File: src/rtl/watch_time_counter.sv
// BCD time-of-day counter with hour/minute set mode and a midnight rollover pulse.
// Latency: one cycle; a sampled tick or button shows on the outputs after the next rising edge.
// Backpressure: none; every input pulse is acted on in the cycle it arrives.
module watch_time_counter #(
    parameter int HOURS_24 = 1
) (
    input  logic       clk,
    input  logic       rst_n,
    input  logic       tick_1hz,
    input  logic       btn_mode,
    input  logic       btn_inc,
    output logic [3:0] hr_tens,
    output logic [3:0] hr_ones,
    output logic [3:0] min_tens,
    output logic [3:0] min_ones,
    output logic [3:0] sec_tens,
    output logic [3:0] sec_ones,
    output logic       pm,
    output logic       set_hr,
    output logic       set_min,
    output logic       day_carry
);

    typedef enum logic [1:0] {RUN, SET_HR, SET_MIN} state_t;

    typedef struct packed {
        logic [3:0] ht;
        logic [3:0] ho;
        logic [3:0] mt;
        logic [3:0] mo;
        logic [3:0] st;
        logic [3:0] so;
        logic       pm;
    } tod_t;

    typedef struct packed {
        logic [3:0] t;
        logic [3:0] o;
        logic       wrap;
    } bcd60_t;

    typedef struct packed {
        logic [3:0] t;
        logic [3:0] o;
        logic       pm;
        logic       day;
    } hr_t;

    localparam logic [3:0] RST_HT = (HOURS_24 != 0) ? 4'd0 : 4'd1;
    localparam logic [3:0] RST_HO = (HOURS_24 != 0) ? 4'd0 : 4'd2;
    localparam tod_t TOD_RST = '{ht: RST_HT, ho: RST_HO, mt: 4'd0, mo: 4'd0,
                                 st: 4'd0, so: 4'd0, pm: 1'b0};

    function automatic bcd60_t inc60(input logic [3:0] t, input logic [3:0] o);
        bcd60_t r;
        r.t    = t;
        r.o    = o + 4'd1;
        r.wrap = 1'b0;
        if (o == 4'd9) begin
            r.o = 4'd0;
            if (t == 4'd5) begin
                r.t    = 4'd0;
                r.wrap = 1'b1;
            end else begin
                r.t = t + 4'd1;
            end
        end
        return r;
    endfunction

    // day flags the midnight crossing; only the running path forwards it.
    function automatic hr_t inc_hr(input logic [3:0] t, input logic [3:0] o, input logic p);
        hr_t r;
        r.t   = t;
        r.o   = o + 4'd1;
        r.pm  = p;
        r.day = 1'b0;
        if (HOURS_24 != 0) begin
            if (t == 4'd2 && o == 4'd3) begin
                r.t   = 4'd0;
                r.o   = 4'd0;
                r.day = 1'b1;
            end else if (o == 4'd9) begin
                r.t = t + 4'd1;
                r.o = 4'd0;
            end
        end else begin
            if (t == 4'd1 && o == 4'd2) begin
                r.t = 4'd0;
                r.o = 4'd1;
            end else if (t == 4'd1 && o == 4'd1) begin
                r.o   = 4'd2;
                r.pm  = ~p;
                r.day = p;
            end else if (o == 4'd9) begin
                r.t = 4'd1;
                r.o = 4'd0;
            end
        end
        return r;
    endfunction

    state_t state_q, state_d;
    tod_t   tod_q, tod_d;
    logic   dc_q, dc_d;
    bcd60_t sec_inc, min_inc;
    hr_t    hr_inc;

    assign sec_inc = inc60(tod_q.st, tod_q.so);
    assign min_inc = inc60(tod_q.mt, tod_q.mo);
    assign hr_inc  = inc_hr(tod_q.ht, tod_q.ho, tod_q.pm);

    always_ff @(posedge clk or negedge rst_n) begin
        if (!rst_n) begin
            state_q <= RUN;
            tod_q   <= TOD_RST;
            dc_q    <= 1'b0;
        end else begin
            state_q <= state_d;
            tod_q   <= tod_d;
            dc_q    <= dc_d;
        end
    end

    always_comb begin
        state_d = state_q;
        tod_d   = tod_q;
        dc_d    = 1'b0;
        case (state_q)
            RUN: begin
                if (tick_1hz) begin
                    tod_d.st = sec_inc.t;
                    tod_d.so = sec_inc.o;
                    if (sec_inc.wrap) begin
                        tod_d.mt = min_inc.t;
                        tod_d.mo = min_inc.o;
                        if (min_inc.wrap) begin
                            tod_d.ht = hr_inc.t;
                            tod_d.ho = hr_inc.o;
                            tod_d.pm = hr_inc.pm;
                            dc_d     = hr_inc.day;
                        end
                    end
                end
                if (btn_mode) state_d = SET_HR;
            end
            SET_HR: begin
                if (btn_mode) begin
                    state_d = SET_MIN;
                end else if (btn_inc) begin
                    tod_d.ht = hr_inc.t;
                    tod_d.ho = hr_inc.o;
                    tod_d.pm = hr_inc.pm;
                end
            end
            SET_MIN: begin
                // Leaving set mode restarts the minute cleanly; a coincident tick is dropped.
                if (btn_mode) begin
                    state_d  = RUN;
                    tod_d.st = 4'd0;
                    tod_d.so = 4'd0;
                end else if (btn_inc) begin
                    tod_d.mt = min_inc.t;
                    tod_d.mo = min_inc.o;
                end
            end
            default: state_d = RUN;
        endcase
    end

    assign hr_tens   = tod_q.ht;
    assign hr_ones   = tod_q.ho;
    assign min_tens  = tod_q.mt;
    assign min_ones  = tod_q.mo;
    assign sec_tens  = tod_q.st;
    assign sec_ones  = tod_q.so;
    assign pm        = (HOURS_24 != 0) ? 1'b0 : tod_q.pm;
    assign set_hr    = (state_q == SET_HR);
    assign set_min   = (state_q == SET_MIN);
    assign day_carry = dc_q;

endmodule

File: config.mk
export PLATFORM = sky130hd
export DESIGN_NAME = watch_time_counter
export DESIGN_NICKNAME = d
export VERILOG_FILES = /design/src/rtl/watch_time_counter.sv
export SDC_FILE = /design/constraint.sdc
export NUM_CORES = 1
export LEC_CHECK = 0
export CAP_MARGIN = 20
export CORE_MARGIN = 5
export CORE_UTILIZATION = 45
export DETAILED_ROUTE_END_ITERATION = 10
export PLACE_DENSITY = 0.72
export SYNTH_ARGS = -nofsm -noshare
export SYNTH_HDL_FRONTEND = slang
export SYNTH_SLANG_ARGS = --single-unit
export TNS_END_PERCENT = 50
File: constraint.sdc
create_clock -name clk -period 2.3 [get_ports clk]
set_clock_uncertainty 0.05 [all_clocks]
set_input_delay 0.345 -clock clk [delete_from_list [all_inputs] [get_ports clk]]
set_output_delay 0.345 -clock clk [all_outputs]
set_load 0.02 [all_outputs]
* Yosys cells after proc, flatten, opt, wreduce, memory -nomap -nowiden
Index checks and enable logic that the tools add are counted.
Storage, ports and cells: register bits 27, logic and storage cells 70
Cells by class: add/subtract/negate cells 6, equality and inequality tests 20, muxes and demuxes 27, reductions and logical operators 9
Operators by type and width (count):
- $mux 8 | 8
- $pmux 16 s2 | 1
- $mux 25 | 1
- $add 4x1->4 const B | 6
- $ne 2x2->1 const B | 11
- $mux 9 | 2
- $mux 16 | 1
- $pmux 8 s2 | 1
- $eq 4x4->1 const B | 3
- $eq 4x2->1 const B | 2
- $eq 4x3->1 const B | 2
- $mux 4 | 2
- $mux 1 | 7
- $mux 2 | 3
- $pmux 2 s3 | 1
- $reduce_and 3->1 | 2
- $reduce_and 6->1 | 1
- $reduce_and 5->1 | 1
- $reduce_and 4->1 | 1
- $reduce_bool 2->1 | 2
- $eq 2x1->1 const B | 1
- $eq 2x2->1 const B | 1
- $logic_not 2->1 | 1
- $logic_and 1x1->1 | 1

* Logic depth before layout (Yosys ltp)
word-level depth 7, depth in mapped cells 7

* Worst setup path before layout
OpenSTA, ideal clock, no wires.
path kind reg-to-reg, start register tod_q, in the netlist sec_ones[0], end register tod_q, in the netlist sec_tens[3], data arrival time 1886 ps, data required time 2158 ps, path slack 272 ps, cell stages (with the launch flop) 6, path buffers 0, cell sequence dfrtp_1 > ha_1 > nand3b_4 > a221o_1 > or4_4 > o31ai_2
On the way: word-level cells in the longest chain between the ends 3
Ends and longest elaborated chain:
- from (decl) | RTL line 104 | tod_t tod_q, tod_d;
- from (signal assigned) | RTL line 120 | tod_q <= tod_d;
- $eq 4x4->1 | RTL line 59 | if (o == 4'd9) begin
- $ne 2x2->1 (no line)
- $reduce_and 4->1 (no line)
Every way passes these cells. A chain may end at the register's enable or synchronous reset.

* Worst setup path in the final report
start register state_q[1], end output set_min
On the way: word-level cells in the longest chain between the ends 1
Ends and longest elaborated chain:
- from (decl) | RTL line 103 | state_t state_q, state_d;
- from (signal assigned) | RTL line 119 | state_q <= state_d;
- $eq 2x2->1 | RTL line 179 | assign set_min = (state_q == SET_MIN);
- to (decl) | RTL line 20 | output logic set_min,
Every way passes these cells.

==> flow_summary.rst <==
.. list-table::
   :header-rows: 1

   * - Metric
     - Value
   * - Outcome
     - completed
   * - Number of I/O port buffers
     - 31
   * - Post-synth top flop
     - dfrtp_1
   * - Post-Layout Inst Area
     - a little under 2000 um2
   * - All-layer global routing usage
     - 14.97%
   * - Final RePlAce weighted congestion
     - 0.7669
   * - Vias/cell
     - 5.543
   * - Startpoint Class
     - flop
   * - Drt total wl
     - roughly 3.5 mm
   * - Ordered cell list for the critical path
     - nor2b_2 > clkdlybuf4s50_1
   * - CTS tree
     - yes
   * - Seq pwr share
     - 39.9%
   * - Lkg Pwr
     - between 0.0008 and 0.0009 uW
   * - Wire length of the first global-routing pass
     - 6.037 mm
   * - Crit path kind
     - flop to output pin
   * - Startpoint of the most critical setup path
     - state_q[1]$_DFFE_PN0P_
   * - Post-CTS setup buffer count
     - 0
   * - Final-report max-slew violation count
     - 0
   * - Max Cap Viol
     - 0
   * - Top cell type by total area after synthesis
     - dfrtp_1
   * - CTS H-Tree Depth
     - 1
   * - Post-route clock period utilization
     - around 96%
   * - Clock slew seen by the registers of the worst setup and hold paths
     - approximately 150 ps
   * - CTS Buffer Depth
     - 2
   * - Post-Route Setup TNS
     - 0 ps
   * - Post-Route Hold Slack
     - 303.5 ps
   * - Floorplan core area
     - roughly 3400 um2
   * - R2r worst-path depth
     - 6
   * - CP endpoint kind
     - output pin
   * - Number of filler instances in the final layout
     - around 320
   * - Total design power
     - 2093 uW
   * - Ys async rst share
     - 100.0%
   * - Total clock buffers created by CTS
     - 3
   * - DPL Wire Length
     - 2.651 mm
   * - Synthesized cell area
     - 1580 um2
   * - Nets in the synthesized netlist
     - 166
   * - Number of cells produced by synthesis
     - 153
   * - Biggest cell delay along the critical path
     - roughly 650 ps
   * - VDD IR-drop max
     - between 0.6 and 0.7 mV
   * - Boundary pin count
     - 33
   * - Proportion of synthesized chip area in sequential cells
     - 42.76%
   * - Average cell area after synthesis
     - 10.33 um2
   * - Drt first-iter violations
     - 33
   * - Skew-Pair Late Insertion Delay
     - about 340 ps
   * - Share of total power in the clock network
     - 10.4%
   * - DRC errors left
     - 0
   * - Required time at the endpoint of the critical path
     - 1900 ps
   * - Hold violation total from the final report
     - 0
   * - Placement Setup Slack
     - 101.6 ps
   * - Antenna violations before repair
     - 0
   * - Average detailed-routed wire length per instance
     - 14.91 um
   * - Clock Root Buffer
     - clkbuf_4
   * - Critical R2R Capture
     - day_carry$_DFF_PN0_
   * - Fraction of post-synthesis cell area in the top cell type by area
     - 42.76%
   * - Fraction of layout cells with a size suffix above 1
     - 8.602%
   * - Area growth from synthesis to layout
     - 24.70%
   * - Number of buffers inserted for hold repair after clock tree synthesis
     - 0
   * - Reg2reg start
     - sec_ones[1]$_DFFE_PN0P_
   * - Data arrival time of the critical path
     - roughly 1800 ps
   * - Crit-path max FO
     - 9
   * - Highest attainable clock frequency
     - about 0.45 GHz
   * - Cell Int Power
     - 1201 uW
   * - Net total in the final layout
     - 200
   * - Power Density
     - 1062 nW/um2
   * - Reg-to-reg setup timing slack
     - 210 ps
   * - Chip Height
     - slightly below 70 um
   * - Number of library cell types mapped by synthesis
     - 50
   * - Master of the slowest instance on the critical path
     - clkdlybuf4s50_1
   * - Warning count from the yosys run
     - 0
   * - Post-placement cell area
     - 1942 um2
   * - Initial Util
     - between 40% and 50%
   * - Gate power share
     - about half
   * - Sw Share
     - a little over two fifths
   * - Multi-input gate area
     - 852.1 um2
   * - Final setup vio count
     - 0
   * - Total clock sinks
     - 27
   * - Antenna cell count
     - 0
   * - Via count of the first global-routing pass
     - 1288
   * - Die width
     - 69.26 um
   * - Residual antenna-violating net count after detailed routing
     - 0
   * - Iteration count of the initial detailed-routing pass
     - 4
   * - Class of the most critical hold timing path
     - input pin to async pin
   * - Number of standard-cell rows in the floorplan
     - 21
   * - Largest net degree at the start of global routing
     - 28
   * - Count of state elements after synthesis
     - 27
   * - Worst setup endpoint
     - set_min
   * - Aggregate global routing overflow
     - 0
   * - RSZ-0062 raised after global routing
     - false
   * - Top cells by area in the synthesized netlist
     - dfrtp_1 43%, ha_1 6.3%, mux2_1 2.9%
   * - Clock period minus worst slack
     - 2214 ps
   * - Setup slack of the critical path after layout
     - ~86 ps
   * - Via count
     - 1286
   * - EDFF count, synth
     - 0
   * - Total area of sequential cells
     - 675.6 um2
   * - Net Switching
     - 892.6 uW
   * - Total die area
     - 4797 um2
cells in the final DEF, fill, tap and decap left out, types with 3 or more instances in the layout:
| master | n |
|---|---|
| clkdlybuf4s50_1 | 31 |
| dfrtp_1 | 27 |
| nor2_1 | 10 |
| inv_1 | 9 |
| nand2_1 | 8 |
| ha_1 | 8 |
| nor2b_1 | 5 |
| nand3_1 | 5 |
| o21ai_1 | 5 |
| nand3b_1 | 4 |
| xnor2_1 | 4 |
| a21oi_1 | 4 |
| mux2_1 | 4 |
| or4_1 | 3 |
| mux2_2 | 3 |
| o31ai_1 | 3 |
| nand2b_1 | 3 |
| a22o_1 | 3 |
| nor3b_1 | 3 |
| clkbuf_4 | 3 |
cells in the mapped netlist, drive strengths merged (2+ instances only):
cell	instances
a21o	2
a21oi	4
a22o	3
and3	2
and3b	2
buf	3
dfrtp	27
ha	8
inv	9
mux2	7
nand2	8
nand2b	4
nand3	6
nand3b	5
nor2	10
nor2b	6
nor3b	3
nor4	3
nor4bb	2
o21ai	8
o2bb2ai	2
o31ai	4
or3	2
or4	4
xnor2	4
state kept, by name (all words and copies together), names as in the netlist:
name,count
day_carry,1
hr_ones,4
hr_tens,4
min_ones,4
min_tens,4
sec_ones,4
sec_tens,4
state_q,2
power groups by stage:
stage          Clock [uW]  Combinational [uW]  Sequential [uW]
2_1_floorplan           0                 530              922
3_3_place_gp            0                1020              828
3_5_place_dp            0                1050              843
4_1_cts               216                1050              836
5_1_grt               238                1140              870
6_report              218                1040              835
repair_timing:
item                                    CTS  global route
endpoints found under the setup margin    1             0
endpoints found under the hold margin     0             0
resized for setup                         1             0
routing by layer:
| metal | track usage, % | up-vias | wire length, um |
|---|---|---|---|
| li1 | - | 623 | - |
| met1 | 18.49 | 628 | 1551 |
| met2 | 25.53 | 30 | 1724 |
| met3 | 2.609 | 5 | 136 |
| met4 | 6.291 | 0 | 46 |
| met5 | 0 | - | 0 |
stage by stage:
step / utilization, % / cells
after global placement: 57.74 / 228
after global routing: 58.59 / 232
after floorplan: - / 153
after detailed placement: 57.74 / 228
final: 58.59 / 232
after CTS: 58.59 / 232
how the worst min path moves through the flow:
| stage | from | end |
|---|---|---|
| after floorplan | rst_n | day_carry$_DFF_PN0_ |
| after global routing | rst_n | sec_tens[0]$_DFFE_PN0P_ |
| after global placement | min_tens[0]$_DFFE_PN0P_ | min_tens[0]$_DFFE_PN0P_ |
| final | rst_n | sec_tens[0]$_DFFE_PN0P_ |
| after CTS | rst_n | min_tens[0]$_DFFE_PN0P_ |
| after detailed placement | min_tens[0]$_DFFE_PN0P_ | min_tens[0]$_DFFE_PN0P_ |
worst max-delay path: cells and delay by family (launching register included):
family / cells / cell delay [ps]
buffers and inverters: 1 / 650
AND/OR/NAND/NOR: 1 / 320
flip-flops: 1 / 510
cell type report:
type                       instances  share of cell area (%)
clock buffer                       4                   1.333
multi-input combinational        113                   43.24
inverter                           9                   1.714
tap                               46                   2.921
timing repair buffer              33                   16.51
sequential                        27                   34.29
cell families (layout without fill, tap and decap cells):
| family | after synthesis | count (layout) | share of synthesized area (%) |
|---|---|---|---|
| and+or+nand+nor | 59 | 59 | 24.15 |
| buffers and inverters | 13 | 46 | 3.484 |
| AOI/OAI and AO/OA | 32 | 32 | 14.65 |
| xor gates and xnor gates | 5 | 5 | 2.771 |
| other | 1 | 1 | 0.2373 |
| adders and majority gates | 8 | 8 | 6.334 |
| DFF | 27 | 27 | 42.76 |
| muxes | 8 | 8 | 5.621 |
Power figures use the tool's default switching activity.
==> edit 1: new RTL, same flow settings <==
Register the inputs `tick_1hz`, `btn_mode` and `btn_inc` before use, cleared by the reset. The logic sees them one clock later.
--- a/src/rtl/watch_time_counter.sv
+++ b/src/rtl/watch_time_counter.sv
@@ -51,4 +51,20 @@
     localparam tod_t TOD_RST = '{ht: RST_HT, ho: RST_HO, mt: 4'd0, mo: 4'd0,
                                  st: 4'd0, so: 4'd0, pm: 1'b0};
+
+    logic tick_1hz_q;
+    logic btn_mode_q;
+    logic btn_inc_q;
+
+    always_ff @(posedge clk or negedge rst_n) begin
+        if (!rst_n) begin
+            tick_1hz_q <= '0;
+            btn_mode_q <= '0;
+            btn_inc_q  <= '0;
+        end else begin
+            tick_1hz_q <= tick_1hz;
+            btn_mode_q <= btn_mode;
+            btn_inc_q  <= btn_inc;
+        end
+    end
 
     function automatic bcd60_t inc60(input logic [3:0] t, input logic [3:0] o);
@@ -129,5 +145,5 @@
         case (state_q)
             RUN: begin
-                if (tick_1hz) begin
+                if (tick_1hz_q) begin
                     tod_d.st = sec_inc.t;
                     tod_d.so = sec_inc.o;
@@ -143,10 +159,10 @@
                     end
                 end
-                if (btn_mode) state_d = SET_HR;
+                if (btn_mode_q) state_d = SET_HR;
             end
             SET_HR: begin
-                if (btn_mode) begin
+                if (btn_mode_q) begin
                     state_d = SET_MIN;
-                end else if (btn_inc) begin
+                end else if (btn_inc_q) begin
                     tod_d.ht = hr_inc.t;
                     tod_d.ho = hr_inc.o;
@@ -156,9 +172,9 @@
             SET_MIN: begin
                 // Leaving set mode restarts the minute cleanly; a coincident tick is dropped.
-                if (btn_mode) begin
+                if (btn_mode_q) begin
                     state_d  = RUN;
                     tod_d.st = 4'd0;
                     tod_d.so = 4'd0;
-                end else if (btn_inc) begin
+                end else if (btn_inc_q) begin
                     tod_d.mt = min_inc.t;
                     tod_d.mo = min_inc.o;
Function: changed (a bounded check fails within 4 cycles, from zero or initial values and one cycle with rst_n low).
==> edit 1 against the original RTL <==
- worst setup slack improved by 0.067 ns
- count of clock-buffer cells in the layout rose by 4
- wire length rose by 1.7%
- synthesized cell count did not move
- largest power group unchanged
- final area rose by 9.3%
- cell count rose by 3.9%
- sequential cell count rose by 3
- area after synthesis rose by 5.4%
- total power rose by 19%
==> edit 1: results (changes against the original RTL) <==
qor: synth.synthesis.yosys.warnings 0 [unchanged]
qor: synth.synth.avg_cell_area 10.9 um^2 [+5.4%]
qor: synth.synth-adder-area-share 6.01% [-0.32 points]
qor: clock_network.clock_tree.htree_level_count 2 [+1]
qor: synth.synthXorXnorAreaFrac 3.16% [+0.38 points]
qor: final_layout.diodes 0 [unchanged]
qor: worst_setup_path.cp_max_fo 7 [-2]
qor: floorplanning.total_die_area 5020 um^2 [+4.6%]
qor: placement.hpwlAfterDp 2620 um [-1.3%]
qor: worst_setup_path.timing.setup.critical_path_class reg -> reg
qor: clock_network.cts_buffer_depth 2 [unchanged]
qor: routing.drt-vias-per-instance 5.41 [-2.3%]
qor: routing.firstDrtPassIters 4 [unchanged]
qor: clock_network.cts_root_buf sky130_fd_sc_hd__clkbuf_8
qor: worst_setup_path.rr_endpoint hr_ones[0]
qor: worst_setup_path.critical-path-slowest-cell sky130_fd_sc_hd__or4b_4
qor: worst_setup_path.r2r-start min_tens[1]
qor: synth.post_synth_main_area_contributors sky130_fd_sc_hd__dfrtp_1 (45%), sky130_fd_sc_hd__ha_1 (6.0%), sky130_fd_sc_hd__mux2_2 (4.1%)
qor: synth.netlist_top_cells_count sky130_fd_sc_hd__dfrtp_1 (30), sky130_fd_sc_hd__nor2_1 (11), sky130_fd_sc_hd__ha_1 (8), sky130_fd_sc_hd__inv_1 (8)
qor: grt.grt_start_max_net_pins 31 [+11%]
qor: worst_hold_path.hold_path.class in -> async
qor: worst_setup_path.arrival_time_at_the_worst_endpoint 2.26 ns [+0.44 ns]
qor: synth.synth-seq-area-share 45.1% [+2.3 points]
qor: grt.number_of_global_route_vias_before_repair 1321 [+2.6%]
qor: grt.groute.usage.overall 15.2% [+0.27 points]
qor: clock_network.cts_made_buffers 5 [+2]
qor: power_and_ir_drop.leakage 0.928 nW [+9.2%]
qor: placement.place_congestion 0.825 [+7.6%]
qor: synth.count_of_different_cell_masters_after_synthesis 48 [-4.0%]
qor: final_layout.layout.cells.non_filler 241 [+3.9%]
qor: timing.timing.final.hold_violations 0 [unchanged]
qor: final_layout.post_route_cells_drive_above_1_share 17.6% [+9.0 points]
qor: grt.grt_antenna_before_repair 0 [unchanged]
qor: final_layout.final_net_count 205 [+2.5%]
qor: routing.detail_route.iter0.violations 84 [+150%]
qor: placement.dp.cells 233 [+2.2%]
qor: outcome.status finished clean
qor: clock_network.worst_setup_hold_path_clk_slew 0.06 ns [-0.09 ns]
qor: synth.muxShareOfSynthArea 5.26% [-0.36 points]
qor: synth.synth-compound-area-share 15.4% [+0.75 points]
qor: grt.grt_pass1_wl 6140 um [+1.7%]
qor: clock_network.worst_skew_pair.late_latency 0.28 ns [-0.06 ns]
qor: worst_setup_path.internal_reg_to_reg_setup_slack 0.15 ns [-0.06 ns]
qor: power_and_ir_drop.power.switching_fraction 39.4% [-3.3 points]
qor: routing.route.final.wire_length 3520 um [+1.7%]
qor: worst_setup_path.rr_worst_depth 4 [-2]
qor: power_and_ir_drop.worst_ir_drop_vdd 0.732 mV [+15%]
qor: worst_setup_path.crit_path_max_incr_delay 0.57 ns [-0.08 ns]
[edit 1: cell type report]
type | count | area, um^2
inverter | 8 | 30.0
multi-input combinational | 111 | 853
tap | 48 | 60.1
sequential | 30 | 752
clock buffer | 8 | 110
fill | 313 | 1480
timing repair buffer | 36 | 348
[edit 1: stage by stage]
stage	setup slack, ns	hold slack (ns)	instance area [um^2]	utilization (%)
6_report	0.152	0.404	2150	59.3
5_1_grt	0.0793	0.450	2150	59.3
4_1_cts	0.0410	0.419	2150	59.2
3_5_place_dp	0.141	0.462	2040	56.1
3_3_place_gp	0.222	0.459	2040	56.1
2_1_floorplan	0.209	-0.000591	1670	-
[edit 1: critical path: cells and delay by family (launching register included)]
kind,cells,cell delay [ns]
simple gates,2,0.94
flops,1,0.44
mux,1,0.35
compound gates,1,0.25
[edit 1: logic make-up (layout without fill, tap and decap cells)]
group	after synthesis	count (layout)
simple gates	56	56
compound gates	32	32
flops	30	30
buf+inv	12	52
fa+ha+maj	8	8
mux	8	8
xor+xnor	6	6
other cells	1	1
[edit 1: timing repair]
item,4_1_cts,5_1_grt
gates resized for setup,0,2
endpoints found under the setup margin,0,1
buffers inserted,0,0
[edit 1: power by group through the flow]
stage | logic, mW | clock network, mW | registers (mW)
after floorplan | 0.602 | 0 | 0.966
after global placement | 1.08 | 0 | 0.887
after detailed placement | 1.12 | 0 | 0.900
after CTS | 1.12 | 0.500 | 0.891
after global routing | 1.22 | 0.531 | 0.931
final | 1.11 | 0.495 | 0.895
[edit 1: per-layer routing]
layer	track usage [%]	vias to the layer above	routed length, um
met1	19.9	633	1590
li1	-	642	-
met4	4.59	0	25
met3	3.84	3	164
met5	0	-	0
met2	25.0	27	1740
==> edit 2: new RTL, same settings <==
Without the edit above. Set the parameter `HOURS_24` to 0 (it was 1).
--- a/src/rtl/watch_time_counter.sv
+++ b/src/rtl/watch_time_counter.sv
@@ -3,5 +3,5 @@
 // Backpressure: none; every input pulse is acted on in the cycle it arrives.
 module watch_time_counter #(
-    parameter int HOURS_24 = 1
+    parameter int HOURS_24 = 0
 ) (
     input  logic       clk,
Behaviour: not the same (Yosys sat finds a counterexample within 4 cycles, from zero or initial values and one cycle with rst_n low).
==> edit 2 against the original RTL <==
- total power down 2.0%
- largest power group unchanged
- critical path type is now reg -> reg
- global-route usage about the same
- sequential cell count down 2
- via count down 1.9%
- synthesized cell count unchanged
- wire length down 8.9%
- area after synthesis down 3.3%
- sequential share of layout area down 0.75 points
- hold slack better by 0.024 ns
- final area down 5.0%
- worst setup slack better by 0.11 ns
==> edit 2: results (changes against the original RTL) <==
qor: routing.routed-wl-met2 1550 um [-10%]
qor: routing.route.final.wire_length 3150 um [-8.9%]
qor: power_and_ir_drop.power.switching_fraction 44.1% [+1.4 points]
qor: worst_setup_path.critical-path-slowest-cell sky130_fd_sc_hd__a31oi_1
qor: routing.detailroute.via_count 1262 [-1.9%]
qor: synth.count_of_different_cell_masters_after_synthesis 53 [+6.0%]
qor: grt.met2_global_route_usage 25.5% [about the same]
qor: worst_setup_path.cp_top_family compound AO/OA/AOI/OAI gates
qor: worst_setup_path.arrival_time_at_the_worst_endpoint 2.30 ns [+0.48 ns]
qor: grt.grt_use_met1 18.9% [+0.45 points]
qor: outcome.status finished clean
qor: final_layout.final_net_count 194 [-3.0%]
qor: grt.number_of_global_route_vias_before_repair 1219 [-5.4%]
qor: grt.grt_pass1_wl 5370 um [-11%]
qor: worst_setup_path.rr_endpoint min_ones[1]
qor: routing.drt-wirelength-per-cell 13.7 um [-8.1%]
qor: placement.hpwlAfterDp 2340 um [-12%]
qor: power_and_ir_drop.worst_ir_drop_vdd 0.606 mV [-4.7%]
qor: placement.portBuffers 29 [-6.5%]
qor: clock_network.worst_skew_pair.late_latency 0.32 ns [-0.02 ns]
qor: final_layout.nFillCells 320 [-1.2%]
qor: worst_setup_path.r2r-start sec_tens[0]
qor: placement.dp.cells 226 [-0.88%]
qor: worst_setup_path.cp_max_fo 11 [+2]
qor: worst_setup_path.crit_path_max_incr_delay 0.72 ns [+0.07 ns]
qor: placement.postPlaceCellArea 1840 um^2 [-5.1%]
qor: routing.wirelength_met1 1430 um [-8.1%]
qor: synth.synth-seq-area-share 41.1% [-1.6 points]
qor: placement.place_congestion 0.779 [+1.6%]
qor: timing.fin_hold_ws 0.328 ns [+0.0243 ns]
[edit 2: cell types whose count changed after synthesis, moves of 3 or more]
cell	unedited run	this run
sky130_fd_sc_hd__o21ai_0	2	17
sky130_fd_sc_hd__ha_1	8	4
sky130_fd_sc_hd__nand2_1	8	12
sky130_fd_sc_hd__mux2_2	3	0
sky130_fd_sc_hd__buf_6	0	3
sky130_fd_sc_hd__mux2_1	4	0
sky130_fd_sc_hd__nor2_1	10	6
sky130_fd_sc_hd__o21ai_1	5	1
sky130_fd_sc_hd__dfrtp_1	27	23
[edit 2: how the worst max path moves through the flow]
| stage | startpoint | end | slack (ns) |
|---|---|---|---|
| 3_3_place_gp | tick_1hz | min_ones[3] | 0.14 |
| 2_1_floorplan | sec_ones[1] | hr_ones[3] | 0.37 |
| 6_report | sec_tens[0] | min_ones[1] | 0.20 |
| 3_5_place_dp | tick_1hz | min_ones[3] | 0.07 |
| 4_1_cts | state_q[0] | set_min | 0.02 |
| 5_1_grt | sec_tens[1] | min_ones[1] | 0.04 |
[edit 2: cells by family after synthesis]
group | count (synthesis) | share of synthesized area [%]
AND/OR/NAND/NOR | 58 | 25.1
adder cells (fa/ha/maj) | 4 | 3.28
AO/OA/AOI/OAI | 38 | 17.0
multiplexers | 1 | 0.655
buffers and inverters | 18 | 7.53
flip-flops | 25 | 41.1
XOR/XNOR | 8 | 5.08
other | 1 | 0.245
[edit 2: repair_timing]
action                                 in CTS  in global routing
setup endpoints to repair                   0                  1
gates resized for setup                     0                  1
endpoints found under the hold margin       0                  0
[edit 2: power by group through the flow]
stage / Clock, mW / Sequential (mW) / Combinational, mW
2_1_floorplan: 0 / 0.896 / 0.587
6_report: 0.199 / 0.823 / 1.03
3_5_place_dp: 0 / 0.831 / 1.04
3_3_place_gp: 0 / 0.819 / 1.02
5_1_grt: 0.230 / 0.857 / 1.14
4_1_cts: 0.209 / 0.822 / 1.04
[edit 2: cell type report]
| type | count | area [um^2] | area share, % |
|---|---|---|---|
| timing repair buffer | 35 | 338 | 18.0 |
| sequential | 25 | 628 | 33.5 |
| clock inverter | 1 | 5.00 | 0.267 |
| inverter | 8 | 30.0 | 1.60 |
| clock buffer | 3 | 22.5 | 1.20 |
| tap | 46 | 57.6 | 3.07 |
| multi-input combinational | 112 | 792 | 42.3 |
[edit 2: stage by stage]
| step | worst slack, ns | power (mW) | utilization, % |
|---|---|---|---|
| 2_1_floorplan | 0.370 | 1.48 | - |
| 3_3_place_gp | 0.142 | 1.84 | 55.7 |
| 3_5_place_dp | 0.0674 | 1.87 | 55.7 |
| 4_1_cts | 0.0196 | 2.07 | 56.5 |
| 5_1_grt | 0.0361 | 2.22 | 56.6 |
| 6_report | 0.199 | 2.05 | 56.6 |
